--- config.mk ---
export PLATFORM = sky130hd
export DESIGN_NAME = ldm_stm_sequencer
export DESIGN_NICKNAME = d
export VERILOG_FILES = /design/src/rtl/ldm_stm_sequencer.sv
export SDC_FILE = /design/constraint.sdc
export NUM_CORES = 1
export LEC_CHECK = 0
export ABC_AREA = 0
export CORE_MARGIN = 2
export CORE_UTILIZATION = 40
export CTS_BUF_LIST = sky130_fd_sc_hd__clkbuf_4
export DETAILED_ROUTE_END_ITERATION = 6
export GPL_ROUTABILITY_DRIVEN = 0
export PLACE_DENSITY_LB_ADDON = 0.15
export SLEW_MARGIN = 40
export SYNTH_ARGS = -nofsm -noshare
export SYNTH_HDL_FRONTEND = slang
export SYNTH_SLANG_ARGS = --single-unit
--- constraint.sdc ---
create_clock -name clock -period 3.1 [get_ports clock]
set_input_delay 0.93 -clock clock [delete_from_list [all_inputs] [get_ports clock]]
set_output_delay 0.93 -clock clock [all_outputs]
set_load 0.03 [all_outputs]
--- src/rtl/ldm_stm_sequencer.sv ---
// Block load/store multiple sequencer: walks a register list lowest-first, issues one
// word-aligned memory beat per listed register, then optionally writes back the base.
module ldm_stm_sequencer (
    input  logic        clock,
    input  logic        reset,
    input  logic        start,
    input  logic        load,
    input  logic        pre_index,
    input  logic        up,
    input  logic        writeback,
    input  logic [3:0]  base_reg,
    input  logic [31:0] base_value,
    input  logic [15:0] reg_list,
    output logic        busy,
    output logic        done,
    output logic        mem_req,
    output logic        mem_write,
    output logic [31:0] mem_addr,
    output logic [31:0] mem_wdata,
    input  logic        mem_ready,
    input  logic [31:0] mem_rdata,
    output logic [3:0]  rf_read_num,
    input  logic [31:0] rf_read_data,
    output logic        rf_write_en,
    output logic [3:0]  rf_write_num,
    output logic [31:0] rf_write_data
);

    typedef enum logic [1:0] {StIdle, StXfer, StWb, StDone} state_e;

    state_e      state_q, state_d;
    logic        load_q, load_d;
    logic        wb_q, wb_d;
    logic [3:0]  base_reg_q, base_reg_d;
    logic [15:0] mask_q, mask_d;
    logic [31:0] addr_q, addr_d;
    logic [31:0] new_base_q, new_base_d;
    logic        busy_q, busy_d;
    logic        done_q, done_d;
    logic        mem_req_q, mem_req_d;
    logic        mem_write_q, mem_write_d;

    logic [4:0]  n_regs;
    logic [31:0] four_n;
    logic [31:0] start_addr;
    logic [3:0]  cur_num;
    logic [15:0] mask_next;

    // Population count of the incoming list and the lowest set bit of the remaining mask.
    always_comb begin
        n_regs = 5'd0;
        for (int i = 0; i < 16; i++) begin
            n_regs = n_regs + {4'd0, reg_list[i]};
        end
        cur_num = 4'd0;
        for (int i = 15; i >= 0; i--) begin
            if (mask_q[i]) begin
                cur_num = 4'(i);
            end
        end
    end

    assign four_n    = {25'd0, n_regs, 2'b00};
    assign mask_next = mask_q & ~(16'd1 << cur_num);

    // Addresses always ascend, so decrementing modes start at the lowest word of the block.
    always_comb begin
        unique case ({pre_index, up})
            2'b01:   start_addr = base_value;
            2'b11:   start_addr = base_value + 32'd4;
            2'b00:   start_addr = base_value - four_n + 32'd4;
            default: start_addr = base_value - four_n;
        endcase
    end

    always_comb begin
        state_d    = state_q;
        load_d     = load_q;
        wb_d       = wb_q;
        base_reg_d = base_reg_q;
        mask_d     = mask_q;
        addr_d     = addr_q;
        new_base_d = new_base_q;

        unique case (state_q)
            StIdle: begin
                if (start) begin
                    load_d     = load;
                    base_reg_d = base_reg;
                    mask_d     = reg_list;
                    addr_d     = start_addr & 32'hFFFF_FFFC;
                    new_base_d = up ? (base_value + four_n) : (base_value - four_n);
                    // A loaded base register takes precedence over the writeback value.
                    wb_d       = writeback && !(load && reg_list[base_reg]);
                    state_d    = (n_regs != 5'd0) ? StXfer : StDone;
                end
            end
            StXfer: begin
                if (mem_ready) begin
                    mask_d = mask_next;
                    addr_d = addr_q + 32'd4;
                    if (mask_next == 16'd0) begin
                        state_d = wb_q ? StWb : StDone;
                    end
                end
            end
            StWb:    state_d = StDone;
            default: state_d = StIdle;
        endcase

        busy_d      = (state_d != StIdle);
        done_d      = (state_d == StDone);
        mem_req_d   = (state_d == StXfer);
        mem_write_d = (state_d == StXfer) && !load_d;
    end

    always_ff @(posedge clock or posedge reset) begin
        if (reset) begin
            state_q     <= StIdle;
            load_q      <= 1'b0;
            wb_q        <= 1'b0;
            base_reg_q  <= 4'd0;
            mask_q      <= 16'd0;
            addr_q      <= 32'd0;
            new_base_q  <= 32'd0;
            busy_q      <= 1'b0;
            done_q      <= 1'b0;
            mem_req_q   <= 1'b0;
            mem_write_q <= 1'b0;
        end else begin
            state_q     <= state_d;
            load_q      <= load_d;
            wb_q        <= wb_d;
            base_reg_q  <= base_reg_d;
            mask_q      <= mask_d;
            addr_q      <= addr_d;
            new_base_q  <= new_base_d;
            busy_q      <= busy_d;
            done_q      <= done_d;
            mem_req_q   <= mem_req_d;
            mem_write_q <= mem_write_d;
        end
    end

    logic load_beat;
    logic wb_cycle;

    assign load_beat = mem_req_q && !mem_write_q && mem_ready;
    assign wb_cycle  = (state_q == StWb);

    assign busy      = busy_q;
    assign done      = done_q;
    assign mem_req   = mem_req_q;
    assign mem_write = mem_write_q;
    assign mem_addr  = mem_req_q ? addr_q : 32'd0;
    assign mem_wdata = (mem_req_q && mem_write_q) ? rf_read_data : 32'd0;

    assign rf_read_num   = mem_req_q ? cur_num : 4'd0;
    assign rf_write_en   = load_beat || wb_cycle;
    assign rf_write_num  = wb_cycle ? base_reg_q : (load_beat ? cur_num : 4'd0);
    assign rf_write_data = wb_cycle ? new_base_q : (load_beat ? mem_rdata : 32'd0);

endmodule

---- Yosys cells after proc, flatten, opt, wreduce, memory -nomap -nowiden ----
Index checks and enable logic that the tools add are counted.
storage, ports and cells
  bits in registers ....................... 92
  output and inout port bits .............. 109
  word-level logic and storage cells ...... 102
cells by class
  $add $sub $neg .......................... 20
  $lt $le $gt $ge ......................... 1
  eq/ne operators ......................... 8
  shift-type cells ........................ 1
  muxes and demuxes ....................... 41
  bitwise gates (word level) .............. 2
  reduce and logical (&&, ||, !) cells .... 18
operators by type and width
  kind                                                                           number
  32-bit 2-to-1 mux                                                              7
  32-bit by 3-bit adder with 32-bit output (second input constant)               3
  32-bit case mux with 3 select lines                                            1
  4-bit 2-to-1 mux                                                               19
  32-bit case mux with 2 select lines                                            1
  5-bit by 1-bit adder with 5-bit output                                         11
  32-bit by 7-bit adder with 32-bit output                                       1
  16-bit 2-to-1 mux                                                              2
  16-bit case mux with 2 select lines                                            1
  32-bit by 7-bit subtractor with 32-bit output                                  1
  16-bit AND                                                                     1
  16-bit zero test                                                               1
  16-bit inverter                                                                1
  1-bit by 4-bit left shift with 16-bit output (first input constant)            1
  2-bit 2-to-1 mux                                                               4
  2-bit by 1-bit equality test with 1-bit output (second input constant)         3
  2-bit equality test (second input constant)                                    3
  1-bit logical AND                                                              6
  2-bit case mux with 3 select lines                                             1
  4-bit by 1-bit adder with 5-bit output                                         1
  4-bit by 5-bit less-than comparator with 1-bit output (second input constant)  1
  5-bit nonzero test                                                             1
  3-bit by 1-bit adder with 4-bit output                                         1
  1-bit binary-select mux with 4-bit select                                      1
  10 further kinds                                                               18

---- Logic depth before layout (Yosys ltp) ----
Gate-level depths: netlist (run 1).
  depth after elaboration ................. 25
  mapped depth ............................ 26

---- Least setup slack after synthesis (run 1) ----
Ideal clock, no wire load.
  kind .................................... input to register
  start point ............................. input port reg_list[0]
  end point ............................... register addr_q[20]
  arrival time ............................ 6.688 ns
  data required time ...................... 3.034 ns
  path slack .............................. -3.655 ns
  stages .................................. 24
  cell sequence ........................... inv_1 > fa_1 > fa_1 > fa_1 > fa_1 > inv_1 > ha_1 > inv_1 > fa_1 > xor2_1 > inv_1 > ha_1 > buf_2 > nand2b_1 > a211oi_2 > buf_4 > o21ai_0 > a222oi_1 > nand4_1 > nor3_2 > nand2_1 > or3_1 > a211oi_1 > o32a_1
on the way
  word-level cells in the longest chain between the ends .. 20
RTL lines
  item                                                    RTL line  RTL
  start: declaration                                      13        input logic [15:0] reg_list,
  1-bit by 1-bit adder with 2-bit output *                53        n_regs = n_regs + {4'd0, reg_list[i]};
  2-bit by 1-bit adder with 3-bit output *                53
  3-bit by 1-bit adder with 4-bit output *                53
  4-bit by 1-bit adder with 5-bit output *                53
  5-bit by 1-bit adder with 5-bit output * (11 in a row)  53
  32-bit by 7-bit subtractor with 32-bit output *         71, 72
  32-bit by 3-bit adder with 32-bit output                71        2'b00: start_addr = base_value - four_n + 32'd4;
  32-bit case mux with 3 select lines *                   68        unique case ({pre_index, up})
  32-bit 2-to-1 mux *                                     87        if (start) begin
  32-bit case mux with 2 select lines *                   85        unique case (state_q)
  end signal: assignment                                  136       addr_q <= addr_d;
  end: declaration                                        36        logic [31:0] addr_q, addr_d;
Every way passes the cells marked *; elsewhere a longest branch is shown, timed or not. The select of a mux whose other input is x is not followed.
A chain may end at the register's enable or synchronous reset.

---- Final worst setup path (run 1) ----
  start point ............................. input port reg_list[7]
  end point ............................... register addr_q[17]
on the way
  word-level cells in the longest chain between the ends .. 14
RTL lines
  item                                                   RTL line
  5-bit by 1-bit adder with 5-bit output * (9 in a row)  53
  32-bit by 7-bit subtractor with 32-bit output *        71, 72
  32-bit by 3-bit adder with 32-bit output               71
  32-bit case mux with 3 select lines *                  68
  32-bit 2-to-1 mux *                                    87
  32-bit case mux with 2 select lines *                  85
Marks and branches as above.

==> metrics, run 1 <==
outcome finished, violations left; violated checks setup timing; routed vias 12,654; TritonCTS Sinks 90; Worst Path Max Fanout 6; pwr/cell area ~920 nW/um2; final setup margin -3.522 ns; Register-to-Register Path Depth 10; first-iteration detailed-routing DRC count around 1,100; Mapped Cells about 1,300; TritonCTS clock tree built; Max Slew Vio Count 0; first-pass GRT wire length between 60,000 and 70,000 um; Post-synth EDFFs 0; clk root buf clkbuf_4; Die Ht between 150 and 200 um; CTS buffer count 9; Avg Vias per Cell slightly below 6; Buffers on Ports between 200 and 250; die width approximately 160 um; Fmax achieved 151.0 MHz; CP Launch Type primary input; Fin. Hold Viols 0; relative slew slack 0.4384; Synth area leaders dfrtp_1 (24%), nand2_1 (6.0%), o21ai_0 (5.7%), a21oi_1 (5.2%), xnor2_1 (4.7%); async set-reset flop share out of synthesis 1.000; Layout area overhead 77.65%; syn_area_per_cell ~7.3 um2; Tot GR Track Use 0.3427; Skew-Pair Late Insertion Delay approximately 0.52 ns; final WL between 40,000 and 50,000 um; post-synthesis sequential area ratio 0.2363; Max Clock Skew approximately 0.041 ns; top cell type by total area after synthesis dfrtp_1; Placed Area about 15,000 um2; flops & latches, synth 90; IR drop worst, VDD roughly 1000 uV; critical path type in2reg; post-synth cell types 85; final-stage net count just under 2,000; largest net degree at the start of global routing 74; Hold Buf Count CTS 0; CTS H-Tree Depth 3; vias in the first global route roughly 12,000; Total Power 15,570 uW; max-cap violations 0; GR Overflow Total 0; clock transition at the registers of the reported paths between 0.15 and 0.2 ns; synth warn 0; met1 WL roughly 17,000 um; final setup violation count between 60 and 70; Slew @ Worst Pin 0.8347 ns; initial antenna violation count 1; post-route cell area 16,930 um2; Worst EP required around 3.5 ns; WL per Instance 21.22 um; Crit-path slowest cell fa_1; top routing layer in use met4; Hold WC Path Type reg2reg; met2 routed WL 21,060 um; layout cell share with drive strength beyond 1 0.4300; dominant synthesized flop cell dfrtp_1; die area between 20,000 and 30,000 um2; Worst path max stage delay 0.62 ns; first-pass iteration count of the detailed router 6; Post-Syn Area roughly 9500 um2; number of remaining DRC errors 0; metal3 WL between 4000 and 5000 um; Hold Path Depth 2; row cnt 56; CP Capture Type flop; top-area cell type share of the netlist area 0.2363; fin crit period between 6 and 7 ns; clock buffer depth 2; unrepaired setup endpoints after global routing yes; Core Region 23,400 um2; Starting Density 0.4072; I/O pins between 200 and 250; Leak approximately 0.0074 uW; ANT nets after route 0; final cycle utilization of the critical path 2.136; WP data arrival approximately 7 ns; hpwl dp about 32,000 um
-- cell families after synthesis --
logic type	synth area share
DFF	0.2363
AOI/OAI and AO/OA	0.2581
adders and majority gates	0.05278
xor gates and xnor gates	0.07353
and+or+nand+nor	0.2897
other	0.0003935
muxes	0.02521
buffers and inverters	0.06394
-- metrics by stage --
stage	std cells	utilization	TNS (ns)	hold slack, ns	setup slack, ns
final	2141	0.7234	-175.63	0.4803	-3.522
after global routing	2141	0.7234	-181.54	0.5232	-3.618
after CTS	2116	0.6934	-160.23	0.4841	-3.283
after detailed placement	2047	0.6201	-234.70	0.4508	-4.448
after global placement	2047	0.6201	-229.11	0.4437	-4.284
after floorplan	1299	-	-156.99	0.4304	-3.448
-- synth_stat cells (15+ instances only) --
cell        n
nand2_1   152
o21ai_0   109
nor2_1    103
a21oi_1    99
dfrtp_1    90
clkbuf_1   79
inv_1      55
and3_1     54
xnor2_1    51
and2_1     43
nand3_1    42
a22o_1     38
nor3_1     32
xor2_1     29
ha_1       21
nand4_1    18
a211oi_1   17
a31oi_1    15
nand2b_1   15
-- layout by cell type, fill, tap and decap left out, types with 10 or more instances in the layout --
cell type / n
a211oi_2: 10
and2_1: 38
xor2_1: 20
o21ai_1: 35
ha_4: 10
nand2_1: 136
inv_1: 37
buf_6: 82
nor2_1: 81
a21oi_2: 17
a21oi_1: 77
nor2_4: 16
a21o_1: 10
xnor2_2: 16
xnor2_1: 34
ha_1: 11
a22o_1: 38
nand4_1: 18
a31oi_1: 14
clkdlybuf4s50_1: 117
o21ai_0: 54
dfrtp_1: 86
inv_2: 12
nand3_1: 35
buf_12: 27
nor3_1: 21
and3_1: 51
buf_4: 370
o21ai_2: 19
-- report_power, final --
part,switching (uW),total (uW),internal [uW]
combinational,6550,12600,6030
clock,526,720,194
sequential,555,2270,1720
-- final timing paths --
check | startpoint | end | slack (ns)
max | reg_list[7] | addr_q[17] | -3.52
min | wb_q | wb_q | 0.48
max reg2reg | mask_q[15] | done | 0.17
min reg2reg | wb_q | wb_q | 0.48
max in group asynchronous | reset | mask_q[12] | 1.71
min in group asynchronous | reset | addr_q[14] | 0.75
-- flip-flops by register name, indices dropped and copies added, names as in the netlist --
register / count
mem_write: 1
new_base_q: 32
wb_q: 1
mask_q: 16
base_reg_q: 4
mem_req: 1
addr_q: 30
load_q: 1
busy: 1
done: 1
state_q: 2
-- metal layers --
metal | up-vias | GRT usage
met3 | 198 | 0.06097
met1 | 5965 | 0.4201
met2 | 775 | 0.5712
met4 | 0 | 0.1900
met5 | - | 0
li1 | 5716 | -
-- worst max-delay path: cells and delay by family --
family	cells	cell delay, ns
fa+ha+maj	6	2.42
simple gates	5	1.38
compound gates	7	1.33
buf+inv	9	0.78
xor+xnor	1	0.19
-- area by class of cell --
cell class              instances  area, um2
diodes                          1      2.502
clock buffers                   9      67.56
clock inverters                 7      80.08
fillers                      1761       6474
inverters                      55      230.2
multi-input cells            1055       8343
flip-flops and latches         90       2257
well taps                     319      399.1
repair buffers                605       5549
-- timing repair --
action	in CTS	in global routing
gates resized for setup	302	117
hold endpoints to repair	0	0
cloned	3	0
endpoints found under the setup margin	104	72
buffers inserted	66	37
pin swaps	140	103
Power figures use the tool's default switching activity.
==> inputs of run 2 (changes only) <==
==> constraint.sdc (replaced) <==
create_clock -name clock -period 6 [get_ports clock]
set_input_delay 1.8 -clock clock [delete_from_list [all_inputs] [get_ports clock]]
set_output_delay 1.8 -clock clock [all_outputs]
set_load 0.03 [all_outputs]
==> run 2 against run 1 <==
Net effect: the run still ends with setup timing left; sequential share of layout area up 1.3 points; highest routed layer unchanged; worst hold slack worse by 0.0013 ns; routed wire length down 9.6%; largest cell class unchanged; first-iteration DRC count down 11%; count of clock-buffer cells in the layout unchanged; final area down 9.3%; clock power down 46%; setup slack better by 2.2 ns; sequential cell count unchanged.
==> metrics, run 2 (synthesis gave the netlist of run 1 again) <==
outcome finished, violations left; violated checks setup timing; Layout area overhead 61.10%; Avg Vias per Cell 5.840 (-1.2%); CTS buffer count 9 (unchanged); final WL 41,100 um (-9.6%); clock transition at the registers of the reported paths 0.17 ns (about the same); Reg2Reg Launch Point state_q[0]; max-cap violations 0 (unchanged); WHS 0.4789 ns (-0.001307 ns); clk root buf clkbuf_4; Int Pwr 3531 uW (-56%); Logic pwr share 0.775 (-0.033); Leak 0.006402 uW (-13%); register share of total power 0.170 (+0.024); Hold Startpoint wb_q; R2R Setup Slk 2.95 ns (+2.78 ns); post-route cell area 15,350 um2 (-9.3%); initial antenna violation count 2 (+1); Register-to-Register Path Depth 7 (-3); fin crit period about 7.3 ns; Buffers on Ports 230 (unchanged); Tot GR Track Use 0.3088 (-0.03391); CP Capture Type flop; Placed Area 13,680 um2 (-5.7%); Crit-path slowest cell fa_2; clock buffer depth 2 (unchanged); Skew-Pair Late Insertion Delay 0.50 ns (-0.02 ns); placed insts 1,944 (-5.0%); first-iteration detailed-routing DRC count 970 (-11%); final setup margin -1.277 ns (+2.245 ns); Hold WC Path Type reg2reg; GR Overflow Total 0 (unchanged); final cycle utilization of the critical path 1.213; Max Slew Vio Count 0 (unchanged); critical path type in2reg; vias in the first global route 10,883 (-11%); WL per Instance 20.34 um (-4.2%); Largest Register new_base_q; Non-Filler Instances 2,021 (-5.6%); IR drop worst, VDD 340.5 uV (-67%); largest net degree at the start of global routing 89 (+20%); final setup violation count 54 (-17%); Hold Path Depth 2 (unchanged); Starting Density 0.4072 (unchanged); reg2reg end addr_q[16]; Worst path max stage delay 0.54 ns (-0.08 ns); Worst Path Max Fanout 5 (-1); I/O pins 233 (unchanged); Total Power 6998 uW (-55%); Max Clock Skew 0.02958 ns (-0.01103 ns); CP Launch Type primary input; ANT nets after route 0 (unchanged); number of remaining DRC errors 0 (unchanged); Hold EP wb_q; Slew @ Worst Pin 0.8319 ns (-0.002767 ns); CTS H-Tree Depth 3 (unchanged); layout cell share with drive strength beyond 1 0.2882 (-0.1417); first-pass GRT wire length 60,050 um (-9.5%); relative slew slack 0.4429 (+0.004465); pwr/cell area 455.9 nW/um2 (-50%); final-stage net count 1,852 (-6.1%); Regs by FF count new_base_q: 32 flops, addr_q: 30 flops, mask_q: 16 flops; most common cell after layout, fill and taps aside clkdlybuf4s50_1; switching pwr 3467 uW (-55%); Die Ht 158.3 um (unchanged); commonest non-fill, non-tap cells in the layout clkdlybuf4s50_1 (219), buf_4 (201), nand2_1 (137), dfrtp_1 (90), nor2_1 (88); Sw Share 0.4954 (+0.005470); die area 25,070 um2 (unchanged); WP data arrival 7.68 ns (+0.64 ns); row cnt 56 (unchanged); Core Region 23,400 um2 (unchanged); unrepaired setup endpoints after global routing yes; Fmax achieved 137.4 MHz; Fin. Hold Viols 0 (unchanged); hpwl dp 29,980 um (-6.8%); first-pass iteration count of the detailed router 6 (unchanged); Worst EP required 6.40 ns (+2.88 ns); TritonCTS Sinks 90 (unchanged); number of flip-flops in the largest register 32 (unchanged); Layout Utilization 0.6560 (-0.06742); routed vias 11,803 (-6.7%); die width 158.3 um (unchanged); Worst Setup SP reg_list[7]; Clock Power Share 0.056 (+0.010); TritonCTS clock tree built
## run 2: what timing repair did
item,in CTS,in global routing
resized for setup,181,102
pin swaps,85,81
hold buffers,0,0
buffers inserted,42,38
setup endpoints to repair,56,56
## run 2: how the worst max path moves through the flow
| stage | endpoint | slack [ns] |
|---|---|---|
| 6_report | addr_q[28] | -1.28 |
| 5_1_grt | addr_q[17] | -1.46 |
| 4_1_cts | addr_q[28] | -1.18 |
| 3_5_place_dp | addr_q[31] | -2.41 |
| 3_3_place_gp | addr_q[15] | -2.51 |
| 2_1_floorplan | addr_q[20] | -1.44 |
## run 2: routing by layer
| layer | up-vias | GRT usage | share of wire |
|---|---|---|---|
| li1 | 5459 | - | - |
| met1 | 5536 | 0.3944 | 0.39 |
| met2 | 690 | 0.5248 | 0.47 |
| met3 | 118 | 0.04981 | 0.093 |
| met4 | 0 | 0.1184 | 0.045 |
| met5 | - | 0 | 0 |
## run 2: power by group through the flow
stage                     registers (uW)  logic (uW)  clock network (uW)
after floorplan                     1090        2750                   0
after global placement              1190        4380                   0
after detailed placement            1190        4430                   0
after CTS                           1180        4880                 396
after global routing                1230        5750                 422
final                               1190        5420                 390
## run 2: worst max-delay path: cells and delay by family
family	cells	cell delay, ns
AO/OA/AOI/OAI	5	1.10
adder cells (fa/ha/maj)	7	2.66
buffers and inverters	8	0.88
XOR/XNOR	1	0.18
AND/OR/NAND/NOR	5	1.07
## run 2: layout make-up
cell class	instances	area (um2)
multi-input cells	1055	7863
fillers	1953	8051
inverters	55	220.2
clock inverters	7	95.09
clock buffers	9	67.56
well taps	319	399.1
repair buffers	484	4449
diodes	2	5.005
flip-flops and latches	90	2252
## run 2: per-stage QoR
step	setup slack (ns)	setup TNS, ns
2_1_floorplan	-1.435	-35.29
3_3_place_gp	-2.513	-100.82
3_5_place_dp	-2.411	-103.00
4_1_cts	-1.182	-38.94
5_1_grt	-1.456	-49.47
6_report	-1.277	-41.57
==> inputs of run 3 (changes only) <==
--- a/config.mk
+++ b/config.mk
@@ -6,7 +6,6 @@
 export NUM_CORES = 1
 export LEC_CHECK = 0
 export ABC_AREA = 0
-export CORE_MARGIN = 2
 export CORE_UTILIZATION = 40
 export CTS_BUF_LIST = sky130_fd_sc_hd__clkbuf_4
 export DETAILED_ROUTE_END_ITERATION = 6
==> run 3 against run 2 <==
Net effect: worst hold slack better by 0.027 ns; cell count grew 1.7%; the flow still finishes with violations (setup timing); routed wire length increased by 4.6%; largest cell class unchanged.
==> metrics, run 3 (synthesis gave the netlist of run 1 again) <==
outcome finished, violations left; violated checks setup timing; number of remaining DRC errors 0 (unchanged); unrepaired setup endpoints after global routing yes; Buffers on Ports 230 (unchanged); row cnt 56 (unchanged); Total Power 7081 uW (+1.2%); clk root buf clkbuf_4; relative slew slack 0.4359 (-0.006947); WL per Instance 20.92 um (+2.9%); final-stage net count 1,888 (+1.9%); reg2reg end done; layout cell share with drive strength beyond 1 0.3209 (+0.03262); Hold Buf Count CTS 0 (unchanged); final cycle utilization of the critical path 1.242 (+0.02918); fillcell total 1,836 (-6.0%); Tot GR Track Use 0.3369 (+0.02815); Hold WC Path Type reg2reg; pre-CTS setup slack -2.374 ns (+0.03743 ns); Avg Vias per Cell 6.018 (+3.1%); hpwl dp 29,660 um (-1.1%); setup TNS -46.03 ns (-4.460 ns); I/O pins 233 (unchanged); CP Launch Type primary input; Skew-Pair Late Insertion Delay 0.51 ns (about the same); Leak 0.006688 uW (+4.5%); clock buffer depth 2 (unchanged); max-cap violations 0 (unchanged); fin crit period 7.452 ns (+0.1751 ns); Fin. Hold Viols 0 (unchanged); Largest Register new_base_q; Starting Density 0.4072 (unchanged); critical path type in2reg; Max Slew Vio Count 0 (unchanged); Non-Filler Instances 2,056 (+1.7%); die area 24,440 um2 (-2.5%); first-pass iteration count of the detailed router 6 (unchanged); placed insts 1,945 (+0.051%); clock transition at the registers of the reported paths 0.16 ns (about the same); R2R Setup Slk 2.79 ns (-0.16 ns); Register-to-Register Path Depth 10 (+3); Worst Setup SP reg_list[0]; Worst path max stage delay 0.59 ns (+0.05 ns); final WL 43,010 um (+4.6%); Setup crit end addr_q[13]; Crit-path slowest cell fa_2; IR drop worst, VDD 350.3 uV (+2.9%); GR Overflow Total 0 (unchanged); final setup violation count 55 (+1.9%); vias in the first global route 11,635 (+6.9%); final setup margin -1.452 ns (-0.1751 ns); Fmax achieved 134.2 MHz (-2.3%); Reg2Reg Launch Point mask_q[15]; TritonCTS clock tree built; Slew @ Worst Pin 0.8423 ns (+0.01037 ns); pwr/cell area 447.4 nW/um2 (-1.8%); CP Capture Type flop; Max Clock Skew 0.02771 ns (-0.001868 ns); CTS H-Tree Depth 3 (unchanged); first-pass GRT wire length 63,710 um (+6.1%); CTS buffer count 9 (unchanged); Worst Path Max Fanout 7 (+2); Die Ht 156.3 um (-1.3%); ANT nets after route 0 (unchanged); first-iteration detailed-routing DRC count 1,293 (+33%); Worst EP required 6.40 ns (about the same); WP data arrival 7.85 ns (+0.17 ns); Regs by FF count new_base_q: 32 flops, addr_q: 30 flops, mask_q: 16 flops; Layout area overhead 66.08%; largest net degree at the start of global routing 89 (unchanged); initial antenna violation count 2 (unchanged); number of flip-flops in the largest register 32 (unchanged); Core Region 23,400 um2 (unchanged); die width 156.3 um (-1.3%); most common cell after layout, fill and taps aside buf_4; TritonCTS Sinks 90 (unchanged); WHS 0.5057 ns (+0.02678 ns); routed vias 12,374 (+4.8%); commonest non-fill, non-tap cells in the layout buf_4 (237), clkdlybuf4s50_1 (218), nand2_1 (137), dfrtp_1 (90), nor2_1 (88)
run 3: cell count changes in the layout (fill, tap and decap cells not counted), moves of 4 or more:
cell | previous run | this run
xnor2_2 | 11 | 19
o21ai_1 | 32 | 37
o21ai_0 | 67 | 60
xnor2_1 | 39 | 31
buf_6 | 54 | 59
buf_4 | 201 | 237
nand3_2 | 5 | 9
nand2_2 | 8 | 4
nor2_2 | 8 | 4
nor2_4 | 8 | 12
run 3: final cells by class:
type | instances | area [um2] | area share
Inverter | 55 | 226.5 | 0.01431
Sequential cell | 90 | 2252 | 0.1423
Timing Repair Buffer | 520 | 4721 | 0.2983
Multi-Input combinational cell | 1055 | 8088 | 0.5110
Antenna cell | 1 | 2.502 | 0.0001581
Clock inverter | 7 | 70.07 | 0.004427
Clock buffer | 9 | 67.56 | 0.004269
Tap cell | 319 | 399.1 | 0.02522
run 3: worst min path at each step:
stage,from,end,slack (ns),cells after the start
floorplan,wb_q,wb_q,0.43,2
global placement,load_q,load_q,0.46,2
global route,new_base_q[0],new_base_q[0],0.53,2
detailed placement,new_base_q[0],new_base_q[0],0.47,2
CTS,new_base_q[21],new_base_q[21],0.51,2
finish,wb_q,wb_q,0.51,2
run 3: repair_timing:
item,CTS,global route
setup buffers,102,25
pin swaps,98,86
endpoints found under the setup margin,59,57
gates resized for setup,231,109
run 3: power breakdown:
group,leakage (uW),switching [uW],total [uW],internal (uW)
combinational,0.00552,2960,5530,2560
clock,0.0000722,261,358,96.5
sequential,0.00109,312,1200,886
total,0.00669,3540,7080,3550
run 3: critical path: cells and delay by family:
kind | cells | cell delay, ns
xor gates and xnor gates | 1 | 0.07
AOI/OAI and AO/OA | 7 | 1.41
adders and majority gates | 7 | 2.88
buffers and inverters | 11 | 1.29
and+or+nand+nor | 3 | 0.40
run 3: stage by stage:
stage,utilization,cell area [um2]
after floorplan,-,9907
after global placement,0.5843,13670
after detailed placement,0.5844,13680
after CTS,0.6542,15310
after global routing,0.6763,15830
final,0.6763,15830
run 3: per-layer routing:
metal	vias to the layer above	wire length (um)	track usage
met3	175	4100	0.05179
met4	2	2371	0.1643
li1	5547	-	-
met1	5839	16780	0.4313
met5	-	13	0
met2	811	19740	0.5538
==> RTL edit 1: new RTL, settings of run 2 <==
Remove the case item `2'b00` of the case on `{pre_index, up}`.
--- a/src/rtl/ldm_stm_sequencer.sv
+++ b/src/rtl/ldm_stm_sequencer.sv
@@ -68,7 +68,6 @@
         unique case ({pre_index, up})
             2'b01:   start_addr = base_value;
             2'b11:   start_addr = base_value + 32'd4;
-            2'b00:   start_addr = base_value - four_n + 32'd4;
             default: start_addr = base_value - four_n;
         endcase
     end
Formal check against the unedited RTL: not equivalent (a bounded check fails within 4 cycles, from zero or initial values and one cycle with reset high).
==> RTL edit 1 against run 2 <==
The run still ends with negative setup slack left. Critical path depth shrank 6. Synthesized area fell by 18%. Count of clock-buffer cells in the layout is the same. Cell area fell by 22%. Power decreased by 18%. Sequential cell count unchanged. Clock power shrank 2%. Setup slack improved by 1100 ps. Wire length decreased by 29%. Largest cell class unchanged.
==> RTL edit 1: results (changes against run 2) <==
- Pre-CTS setup slack: -1090 ps (was -2410 ps)
- Initial antenna violation count: 1 (was 2)
- First-pass GRT wire length: 44200 um (was 60100 um)
- Largest register FFs: 32 (unchanged)
- Htree depth: 3 (unchanged)
- CP max FO: 3 (was 5)
- Clock group: 0.381 mW (was 0.390 mW)
- Largest regs: new_base_q x32, addr_q x30, mask_q x16 (unchanged)
- Sequential share of the synthesized area: 0.289 (was 0.236)
- Unique masters post-synth: 62 (was 85)
- DRT Pass-1 Iters: 5 (was 6)
- Total GRT Usage: 0.273 (was 0.309)
- Num CTS Buffers: 9 (unchanged)
- Switching Fraction: 0.499 (was 0.495)
- Ranking of synthesized cells by area: dfrtp_1 29%, o21ai_0 6.2%, nand2_1 5.9% (was dfrtp_1 24%, nand2_1 6.0%, o21ai_0 5.7%)
- Clk slew on worst S/H paths: 160 ps
- Top-count cell post-synth: nand2_1 (unchanged)
- Worst EP arrival: 6560 ps (was 7680 ps)
- Share of layout cells above drive strength 1: 0.206 (was 0.288)
- Comb power frac: 0.722 (was 0.775)
- Hold Crit Start: new_base_q[0] (was wb_q)
- Vias/cell: 5.71 (was 5.84)
- Post-DR wirelength/cell: 18.7 um (was 20.3 um)
- Skew-Pair Late Insertion Delay: between 500 and 600 ps
- Post-Syn Instances: 1025 (was 1298)
- Relative max-transition margin: 0.485 (was 0.443)
- Final setup viols: 33 (was 54)
- Worst r2r src: state_q[0] (unchanged)
- Placed cells: 1526 (was 1944)
- Commonest cells in the netlist: 123 x nand2_1, 96 x o21ai_0, 90 x dfrtp_1 (was 152 x nand2_1, 109 x o21ai_0, 103 x nor2_1)
- Clock Skew: 14.5 ps (was 29.6 ps)
- Failing checks: negative setup slack (unchanged)
- Port-buffer cells: 230 (unchanged)
- Leakage: 4.83 nW (was 6.40 nW)
- Hold crit path type: reg2reg (unchanged)
- Maximum VDD drop: 0.000239 V (was 0.000340 V)
- DRT iter0 DRCs: 828 (was 970)
- YS warnings: 0 (unchanged)
- Hold path depth: 2 (unchanged)
- R2R Setup Slk: 2850 ps (was 2950 ps)
- Vias in the first global route: 8215 (was 10900)
- Async SR Flop Fraction: 1.00 (unchanged)
- Fin cells: 1559 (was 2021)
- CTS Root Cell: clkbuf_4 (unchanged)
- Final setup margin: -180 ps (was -1280 ps)
- Largest net degree at the start of global routing: 83 (was 89)
- Run status: complete, but fails checks (unchanged)
- Setup total negative slack: -2630 ps (was -41570 ps)
- CTS Buffer Depth: 2 (unchanged)
- Worst r2r path cells: 8 (was 7)
- CP Launch Point: reg_list[3] (was reg_list[7])
- Hold_ws: 502 ps (was 479 ps)
- Post-DP HPWL: 20900 um (was 30000 um)
- Post-CTS Setup Bufs: 11 (was 42)
- Final #Nets: 1441 (was 1852)
- Post-cts sizing count: 125 (was 181)
-- RTL edit 1: critical path: stages --
cell and delay [ps]:
buf_8 100, fa_1 560, inv_2 50, fa_1 500, fa_2 440, fa_1 500
inv_2 40, ha_4 160, fa_2 470, buf_6 140, ha_4 270, o21bai_4 80
a21oi_4 150, o21ai_2 90, buf_4 140, a211o_4 360, or4_4 430, o21ai_2 80
xnor2_1 130, o21ai_1 70
-- RTL edit 1: per-layer routing --
| layer | up-vias | wire length, um | global-route usage |
|---|---|---|---|
| li1 | 4174 | - | - |
| met1 | 4227 | 12600 | 0.378 |
| met2 | 442 | 13500 | 0.452 |
| met3 | 59 | 2410 | 0.0307 |
| met4 | 0 | 662 | 0.0769 |
| met5 | - | 0 | 0 |
-- RTL edit 1: worst paths after layout --
kind | endpoint
setup reg to reg | addr_q[11]
min in group asynchronous | addr_q[14]
max in group asynchronous | new_base_q[6]
hold / removal | new_base_q[0]
hold reg to reg | new_base_q[0]
setup / recovery | new_base_q[25]
-- RTL edit 1: area by class of cell --
class,count,area [um^2]
diodes,1,2.50
clock buffers,9,67.6
clock inverters,7,76.3
fillers,1708,7270
flip-flops and latches,90,2250
inverters,41,161
repair buffers,327,3130
multi-input cells,819,5980
well taps,265,332
-- RTL edit 1: logic make-up after synthesis --
logic type	Yosys count	synth area share
compound gates	295	0.234
xor+xnor	61	0.0685
fa+ha+maj	29	0.0580
buf+inv	117	0.0587
flops	90	0.289
mux	13	0.0247
other cells	1	0.000481
simple gates	419	0.267
-- RTL edit 1: stage by stage --
step	power [mW]	utilization	area, um^2
2_1_floorplan	3.45	-	8050
3_3_place_gp	4.83	0.570	11000
3_5_place_dp	4.87	0.571	11000
4_1_cts	5.50	0.602	11600
5_1_grt	6.13	0.623	12000
6_report	5.75	0.623	12000
==> RTL edit 2: new RTL, settings of run 2 <==
Without the edit above. Reset style: synchronous (`reset`), changed in one clocked block.
--- a/src/rtl/ldm_stm_sequencer.sv
+++ b/src/rtl/ldm_stm_sequencer.sv
@@ -114,7 +114,7 @@
         mem_write_d = (state_d == StXfer) && !load_d;
     end
 
-    always_ff @(posedge clock or posedge reset) begin
+    always_ff @(posedge clock) begin
         if (reset) begin
             state_q     <= StIdle;
             load_q      <= 1'b0;
Formal check against the unedited RTL: differs if reset is asserted again (counterexample within 4 cycles, from zero or initial values and one cycle with reset high); with reset held inactive, the same outputs for 4 cycles.
==> RTL edit 2 against run 2 <==
The flow finishes with violations (design-rule violations, negative setup slack). Count of clock-buffer cells in the layout unchanged. Sequential cell count is the same. Setup slack better by 270 ps. Combinational power down 29%. Cell count up 2.3%. Synthesized area is 0.55% higher. Critical path depth shrank 1. Synthesized cell count up 7.6%. Wire length rose by 5.3%. Cell area is 1.2% lower. Power fell by 28%. Largest power group unchanged. Maximum frequency rose by 3.8%. Die area grew 0.54%.
==> RTL edit 2: results (changes against run 2) <==
- Run status: complete, but fails checks (unchanged)
- Failing checks: design-rule violations, negative setup slack (was negative setup slack)
- Final setup margin: -1010 ps (was -1280 ps)
- Leakage: 5.84 nW (was 6.40 nW)
- First-pass GRT wire length: 64200 um (was 60100 um)
- DRT Pass-1 Iters: 7 (was 6)
- Multi-input gate count: 1132 (was 1055)
- Ranking of synthesized cells by area: dfxtp_1 19%, nand2_1 6.8%, a21oi_1 5.9% (was dfrtp_1 24%, nand2_1 6.0%, o21ai_0 5.7%)
- Multi-input combinational area share: 0.554 (was 0.512)
- Final WL: 43300 um (was 41100 um)
- Clock Skew: 21.0 ps (was 29.6 ps)
- DRT iter0 DRCs: 1401 (was 970)
- Number of remaining DRC errors: 1 (was 0)
- Diodes inserted: 1 (was 2)
- Buffers, non-clock: 453 (was 484)
- Skew-Pair Late Insertion Delay: 470 ps (was 500 ps)
- Synth Area per Inst: 6.86 um^2 (was 7.34 um^2)
- FFs & Latches: 90 (unchanged)
- R2r endpoint: addr_q[17] (was addr_q[16])
- Unique masters post-synth: 83 (was 85)
- Clk tree area frac: 0.00949 (was 0.0106)
- Final #Nets: 1900 (was 1852)
- Commonest cells in the netlist: 173 x nand2_1, 126 x nor2_1, 113 x a21oi_1 (was 152 x nand2_1, 109 x o21ai_0, 103 x nor2_1)
- Final setup viols: 54 (unchanged)
- Relative max-transition margin: 0.408 (was 0.443)
- Initial antenna violation count: 1 (was 2)
- Met1 Use GR: 0.447 (was 0.394)
- Total GRT Usage: 0.316 (was 0.309)
- Vias in the first global route: 11100 (was 10900)
- Hold Path End: new_base_q[3] (was wb_q)
- GR Util met2: 0.500 (was 0.525)
- Register area: 1800 um^2 (was 2250 um^2)
- Placed cells: 2012 (was 1944)
RTL edit 2: cell count changes in the layout (fill, tap and decap cells not counted), moves of 23 or more:
cell and change:
dfrtp_1 -90, dfxtp_1 +89, nor2_1 +27, o21ai_1 -25, buf_4 -24, nand2_1 +23
RTL edit 2: metrics by stage:
| stage | power (mW) | setup TNS (ps) | hold WS, ps | util | cell area (um^2) |
|---|---|---|---|---|---|
| 2_1_floorplan | 2.49 | -35530 | 428 | - | 9770 |
| 3_3_place_gp | 3.72 | -98880 | 438 | 0.571 | 13400 |
| 3_5_place_dp | 3.76 | -102200 | 446 | 0.571 | 13400 |
| 4_1_cts | 4.58 | -40530 | 465 | 0.616 | 14500 |
| 5_1_grt | 5.32 | -43850 | 483 | 0.646 | 15200 |
| 6_report | 5.04 | -36220 | 464 | 0.646 | 15200 |
RTL edit 2: repair_timing:
action	CTS	global route
resized for setup	195	116
hold buffers	0	0
pin swaps	99	81
buffers inserted	29	18
setup endpoints to repair	61	57
RTL edit 2: cells by family after synthesis:
logic type,Yosys count,synth area share
other,1,0.000391
AND/OR/NAND/NOR,596,0.314
AO/OA/AOI/OAI,397,0.269
buffers and inverters,175,0.0716
XOR/XNOR,84,0.0768
flip-flops,90,0.188
multiplexers,19,0.0264
adder cells (fa/ha/maj),34,0.0535
RTL edit 2: power groups by stage:
stage	Sequential (mW)	Clock (mW)	Combinational [mW]
floorplan	0.799	0	1.69
global placement	0.836	0	2.88
detailed placement	0.839	0	2.92
CTS	0.825	0.370	3.38
global route	0.845	0.390	4.08
finish	0.829	0.368	3.85
RTL edit 2: per-layer routing:
layer	vias to the layer above	routed length, um
li1	5716	-
met1	5752	18100
met2	767	19500
met3	108	4610
met4	0	1130
met5	-	0
